[config.mk]
export PLATFORM = sky130hd
export DESIGN_NAME = puf_response_ctrl
export DESIGN_NICKNAME = d
export VERILOG_FILES = /design/src/rtl/puf_pkg.sv /design/src/rtl/puf_window_timer.sv /design/src/rtl/puf_response_ctrl.sv
export SDC_FILE = /design/constraint.sdc
export NUM_CORES = 1
export LEC_CHECK = 0
export ABC_AREA = 1
export CAP_MARGIN = 20
export CORE_MARGIN = 2
export CORE_UTILIZATION = 29
export DETAILED_ROUTE_END_ITERATION = 6
export GPL_ROUTABILITY_DRIVEN = 1
export SETUP_SLACK_MARGIN = 0.2
export SYNTH_ARGS = -nofsm -noshare
export SYNTH_HDL_FRONTEND = slang
export SYNTH_SLANG_ARGS = --single-unit
export TNS_END_PERCENT = 20
[constraint.sdc]
create_clock -name clk -period 2.7 [get_ports clk]
set_input_delay 0.27 -clock clk [delete_from_list [all_inputs] [get_ports clk]]
set_output_delay 0.27 -clock clk [all_outputs]
set_load 0.02 [all_outputs]
[src/rtl/puf_pkg.sv]
// Shared types and constants for the PUF response controller.
// Holds the FSM state encoding, default timing parameters and challenge arithmetic.
package puf_pkg;

  localparam int unsigned CHAL_W = 3;
  localparam int unsigned IDX_W  = 3;
  localparam int unsigned TMR_W  = 16;

  localparam int unsigned DEF_N_BITS        = 8;
  localparam int unsigned DEF_MEAS_CYCLES   = 1024;
  localparam int unsigned DEF_SETTLE_CYCLES = 4;

  typedef enum logic [2:0] {
    ST_IDLE,
    ST_CLEAR,
    ST_MEASURE,
    ST_HOLD,
    ST_CAPTURE,
    ST_DONE
  } puf_state_e;

  // Challenge for bit idx of a run; the 3-bit sum wraps from 7 back to 0.
  function automatic logic [CHAL_W-1:0] chal_of(input logic [CHAL_W-1:0] base,
                                                input logic [IDX_W-1:0]  idx);
    logic [CHAL_W-1:0] sum;
    sum = base + CHAL_W'(idx);
    return sum;
  endfunction

endpackage

[src/rtl/puf_window_timer.sv]
// Loadable down-counter timing the oscillator window and the settle interval.
// done_c is high while the count sits at zero, i.e. during the last cycle of a window.
module puf_window_timer
  import puf_pkg::*;
(
  input  logic             clk,
  input  logic             rst_n,
  input  logic             load,
  input  logic [TMR_W-1:0] load_val,
  output logic             done_c
);

  logic [TMR_W-1:0] count_q;
  logic [TMR_W-1:0] count_d;

  always_comb begin
    count_d = count_q;
    if (load) begin
      count_d = load_val;
    end else if (count_q != '0) begin
      count_d = count_q - TMR_W'(1);
    end
  end

  always_ff @(posedge clk or negedge rst_n) begin
    if (!rst_n) begin
      count_q <= '0;
    end else begin
      count_q <= count_d;
    end
  end

  assign done_c = (count_q == '0);

endmodule

[src/rtl/puf_response_ctrl.sv]
// Sequences a 1-bit PUF cell through clear/measure/settle/capture per challenge
// and assembles an N_BITS response with a valid/ready handoff.
module puf_response_ctrl
  import puf_pkg::*;
#(
  parameter int unsigned N_BITS        = DEF_N_BITS,
  parameter int unsigned MEAS_CYCLES   = DEF_MEAS_CYCLES,
  parameter int unsigned SETTLE_CYCLES = DEF_SETTLE_CYCLES
) (
  input  logic              clk,
  input  logic              rst,
  input  logic              start,
  input  logic [CHAL_W-1:0] chal_base,
  input  logic              abort,
  input  logic              puf_bit,
  output logic              osc_en,
  output logic [CHAL_W-1:0] chal,
  output logic              cnt_clr,
  output logic              busy,
  output logic [N_BITS-1:0] resp,
  output logic              resp_valid,
  input  logic              resp_ready
);

  localparam logic [IDX_W-1:0] LAST_IDX    = IDX_W'(N_BITS - 1);
  localparam logic [TMR_W-1:0] MEAS_LOAD   = TMR_W'(MEAS_CYCLES - 1);
  localparam logic [TMR_W-1:0] SETTLE_LOAD = TMR_W'(SETTLE_CYCLES - 1);

  puf_state_e        state_q, state_d;
  logic [IDX_W-1:0]  idx_q, idx_d;
  logic [CHAL_W-1:0] base_q, base_d;
  logic [N_BITS-1:0] resp_q, resp_d;
  logic              osc_en_q, osc_en_d;
  logic              cnt_clr_q, cnt_clr_d;
  logic [CHAL_W-1:0] chal_q, chal_d;
  logic              busy_q, busy_d;
  logic              resp_valid_q, resp_valid_d;

  logic              tmr_load;
  logic [TMR_W-1:0]  tmr_val;
  logic              tmr_done_c;

  puf_window_timer u_timer (
    .clk      (clk),
    .rst_n    (rst),
    .load     (tmr_load),
    .load_val (tmr_val),
    .done_c   (tmr_done_c)
  );

  // Next state; the timer is reloaded on the edge entering MEASURE and HOLD.
  always_comb begin
    state_d  = state_q;
    idx_d    = idx_q;
    base_d   = base_q;
    resp_d   = resp_q;
    tmr_load = 1'b0;
    tmr_val  = '0;

    if (abort && (state_q != ST_IDLE)) begin
      state_d = ST_IDLE;
      idx_d   = '0;
      resp_d  = '0;
    end else begin
      unique case (state_q)
        ST_IDLE: begin
          if (start && !abort) begin
            state_d = ST_CLEAR;
            base_d  = chal_base;
            idx_d   = '0;
            resp_d  = '0;
          end
        end
        ST_CLEAR: begin
          state_d  = ST_MEASURE;
          tmr_load = 1'b1;
          tmr_val  = MEAS_LOAD;
        end
        ST_MEASURE: begin
          if (tmr_done_c) begin
            state_d  = ST_HOLD;
            tmr_load = 1'b1;
            tmr_val  = SETTLE_LOAD;
          end
        end
        ST_HOLD: begin
          if (tmr_done_c) begin
            state_d = ST_CAPTURE;
          end
        end
        ST_CAPTURE: begin
          for (int unsigned i = 0; i < N_BITS; i++) begin
            if (idx_q == IDX_W'(i)) begin
              resp_d[i] = puf_bit;
            end
          end
          if (idx_q == LAST_IDX) begin
            state_d = ST_DONE;
          end else begin
            state_d = ST_CLEAR;
            idx_d   = idx_q + IDX_W'(1);
          end
        end
        ST_DONE: begin
          if (resp_ready) begin
            state_d = ST_IDLE;
          end
        end
        default: begin
          state_d = ST_IDLE;
        end
      endcase
    end
  end

  // Outputs are decoded from the next state so the registered copies track the state register.
  always_comb begin
    osc_en_d     = (state_d == ST_MEASURE);
    cnt_clr_d    = (state_d == ST_CLEAR);
    busy_d       = (state_d != ST_IDLE);
    resp_valid_d = (state_d == ST_DONE);
    chal_d       = (state_d == ST_IDLE) ? '0 : chal_of(base_d, idx_d);
  end

  always_ff @(posedge clk or negedge rst) begin
    if (!rst) begin
      state_q      <= ST_IDLE;
      idx_q        <= '0;
      base_q       <= '0;
      resp_q       <= '0;
      osc_en_q     <= 1'b0;
      cnt_clr_q    <= 1'b0;
      chal_q       <= '0;
      busy_q       <= 1'b0;
      resp_valid_q <= 1'b0;
    end else begin
      state_q      <= state_d;
      idx_q        <= idx_d;
      base_q       <= base_d;
      resp_q       <= resp_d;
      osc_en_q     <= osc_en_d;
      cnt_clr_q    <= cnt_clr_d;
      chal_q       <= chal_d;
      busy_q       <= busy_d;
      resp_valid_q <= resp_valid_d;
    end
  end

  assign osc_en     = osc_en_q;
  assign cnt_clr    = cnt_clr_q;
  assign chal       = chal_q;
  assign busy       = busy_q;
  assign resp       = resp_q;
  assign resp_valid = resp_valid_q;

endmodule

==> results of run 1 <==
[power by group through the flow]
stage | clock, W | combinational, W | sequential, W
after global routing | 0.000573 | 0.00120 | 0.000971
after CTS | 0.000553 | 0.00108 | 0.000949
final | 0.000539 | 0.00107 | 0.000947
after global placement | 0 | 0.00106 | 0.000953
after floorplan | 0 | 0.000628 | 0.00105
after detailed placement | 0 | 0.00107 | 0.000957
[metrics by stage]
step	instances	hold slack (ns)	util (%)	cell area (um^2)	power, W
2_1_floorplan	288	-0.02559	-	2323	0.001678
3_3_place_gp	414	0.4555	34.68	2680	0.002008
3_5_place_dp	414	0.4499	34.68	2680	0.002030
4_1_cts	422	0.1251	36.32	2806	0.002580
5_1_grt	424	0.1763	36.88	2850	0.002742
6_report	424	0.08656	36.88	2850	0.002559
[layout make-up]
class / instances / area [um^2]
timing repair buffer: 27 / 255.2
sequential: 40 / 1002
clock inverter: 1 / 30.03
fill: 802 / 4877
clock buffer: 7 / 96.34
tap: 102 / 127.6
inverter: 53 / 198.9
multi-input combinational: 194 / 1140
[Yosys cell counts]
library cell	number	area share (%)
nor2_4	7	3.4
ha_1	7	3.8
a31oi_1	13	3.5
o21ai_1	1	0.22
or2_1	1	0.27
a32oi_1	1	0.38
and2_1	1	0.27
nor3_1	1	0.22
nand4_2	1	0.54
o21ai_0	11	2.4
nor2_2	5	1.3
xor2_1	6	2.3
a21oi_1	12	2.6
xnor2_1	4	1.5
buf_6	1	0.48
inv_1	48	7.8
nand2_1	54	8.7
dfrtp_1	40	43
nand3b_1	3	0.97
nand2_2	7	1.9
inv_2	5	0.81
nor2_1	33	5.3
nor3_2	1	0.43
a211oi_1	1	0.32
nand3_1	15	3.2
fa_1	1	0.86
nand4_4	1	0.92
nand4_1	2	0.54
o211ai_1	1	0.32
or2_2	1	0.27
nand2_4	3	1.5
[routing by layer]
layer	part of all wire, %	wire, um	GRT usage (%)	vias to the layer above
li1	-	-	-	976
met1	45	2203	14.27	910
met5	0	0	0	-
met4	1.4	70	4.044	0
met3	2.6	127	2.498	6
met2	51	2495	21.46	27
[state kept, by name, summed over array words and instances (netlist names), 3 cells and up]
register / flops
u_timer.count_q: 16
state_q: 3
base_q: 3
chal: 3
idx_q: 3
resp: 8
[worst max-delay path by stage]
stage | start | slack, ns | to | depth (start not counted)
detailed placement | abort | 0.14 | chal[2] | 14
global placement | abort | 0.26 | chal[2] | 14
floorplan | idx_q[1] | 0.58 | chal[2] | 16
finish | idx_q[1] | 0.40 | chal[2] | 16
CTS | idx_q[1] | 0.23 | chal[2] | 16
global route | idx_q[0] | 0.18 | chal[2] | 16
[worst max-delay path, delay by kind of cell, from the launching register on]
kind	cells	cell delay, ns
AOI/OAI and AO/OA	1	0.23
and+or+nand+nor	9	0.70
DFF	1	0.43
buffers and inverters	3	0.15
adders and majority gates	3	0.71
[kinds of logic after synthesis]
logic type	after synthesis	synth area share, %
fa+ha+maj	8	4.631
simple gates	136	29.78
buf+inv	54	9.047
xor+xnor	10	3.769
compound gates	40	9.693
flops	40	43.08
[timing repair]
item | in CTS | in global routing
buffers inserted | 0 | 2
endpoints found under the setup margin | 0 | 1
resized for setup | 0 | 8
==> metrics.txt, run 1 <==
CP max stage cell=dfrtp_1; CTS Sinks=40; Gate power share=41.9%; pwr dens=897.7 nW/um^2; Residual DRC=0; io pins=24; worst-skew pair later-pin latency=0.29 ns; post-synth cell types=31; Worst-Margin Slew=between 0.8 and 0.9 ns; Core Region=around 7700 um^2; RR Endpoint=chal[2]; clk buf depth=2; gpl congestion=0.8230; Setup Crit Path Kind=flop to flop; Syn Nets=just over 300; R2R depth=16; WP data required=2.93 ns; #FFs+latches synth=40; final period utilization=between 80 and 90%; final WL=4896 um; commonest non-fill, non-tap cell in the layout=nand2_1; # rows=32; Max stage delay on crit path=between 0.4 and 0.5 ns; GR Util All Layers=between 10 and 15%; first-pass GRT wire length=about 8400 um; Slew Limit Headroom=40.29%; Clk pin slew, worst setup/hold paths=0.08 ns; Cell Area, Synth=2323 um^2; Slew Limit Fails=0; global route total overflow=0; most frequent cells in the layout=nand2_1 (52), inv_1 (48), dfrtp_1 (39); leak pwr=approximately 1.3 nW; fmax=434.8 MHz; DR vias=approximately 1900; hpwl dp=between 3000 and 4000 um; total CTS buffers=5; DR pass1 iterations=4; max_cap viols=0; RSZ-0062 raised after global routing=no; largest net degree at the start of global routing=a little over 40; routed length per instance=about 12 um; CP Capture Type=flop; crit path cell chain=ha_4 -> nand2_2 -> nand2_2 -> nand2_1 -> inv_1 -> nor2_1 -> a211oi_2 -> ha_2 -> inv_1 -> fa_2 -> nand3b_1 -> nand2_1 -> nand2_1 -> nand2_1 -> inv_1 -> nor2_1; Seq/Total Area, Yosys=between 40 and 50%; sw frac=a little under two fifths; Internal=~0.0016 W; Clock Power Share=a little over a fifth; initial antenna violation count=0; Synth Area per Inst=about 8 um^2; initial core utilization=approximately 30%; Final Hold Viols=0; area grow syn2layout=22.67%; crit-path max FO=3; CP arrival=2.53 ns; die span in x=93.51 um; number of antenna cells inserted=0; CTS Root Cell=clkbuf_8; Final ANT Viol Nets=0; Post-Syn Instances=~290; setup tns final=0 ns; CTS tree=built; status=finished clean; vias in the first global route=roughly 1900; share of layout cells above drive strength 1=approximately 16%; PnR worst setup slack=roughly 0.4 ns; peak supply drop=around 0.42 mV; Crit path top cell by count=nand2_1; Final nets=about 340; Period minus WS final=roughly 2.3 ns; hold_buf cts=0; Reg power frac=37.0%; Sw Pwr=0.0009753 W; Final setup viols=0; YS warnings=0; hold crit path type=input port to async pin; clk_skew=0.01022 ns; Critical Path Start Type=flop; dpl ws=between 0.1 and 0.15 ns; die height=93.51 um; DRT iter0 DRCs=around 80; drt via density=~4.5; die area=8744 um^2; Reg-to-Reg Start=idx_q[1]; H-tree depth=2; reg2reg setup slack=0.40 ns; port bufs=23
Power figures use the tool's default switching activity.
==> run 2: changes to the inputs <==
SKIP_CTS_REPAIR_TIMING = 1   (was default)
SLEW_MARGIN = 20   (was default)
==> results of run 2 <==
Final layout, timing and power as in run 1 (identical DEF).
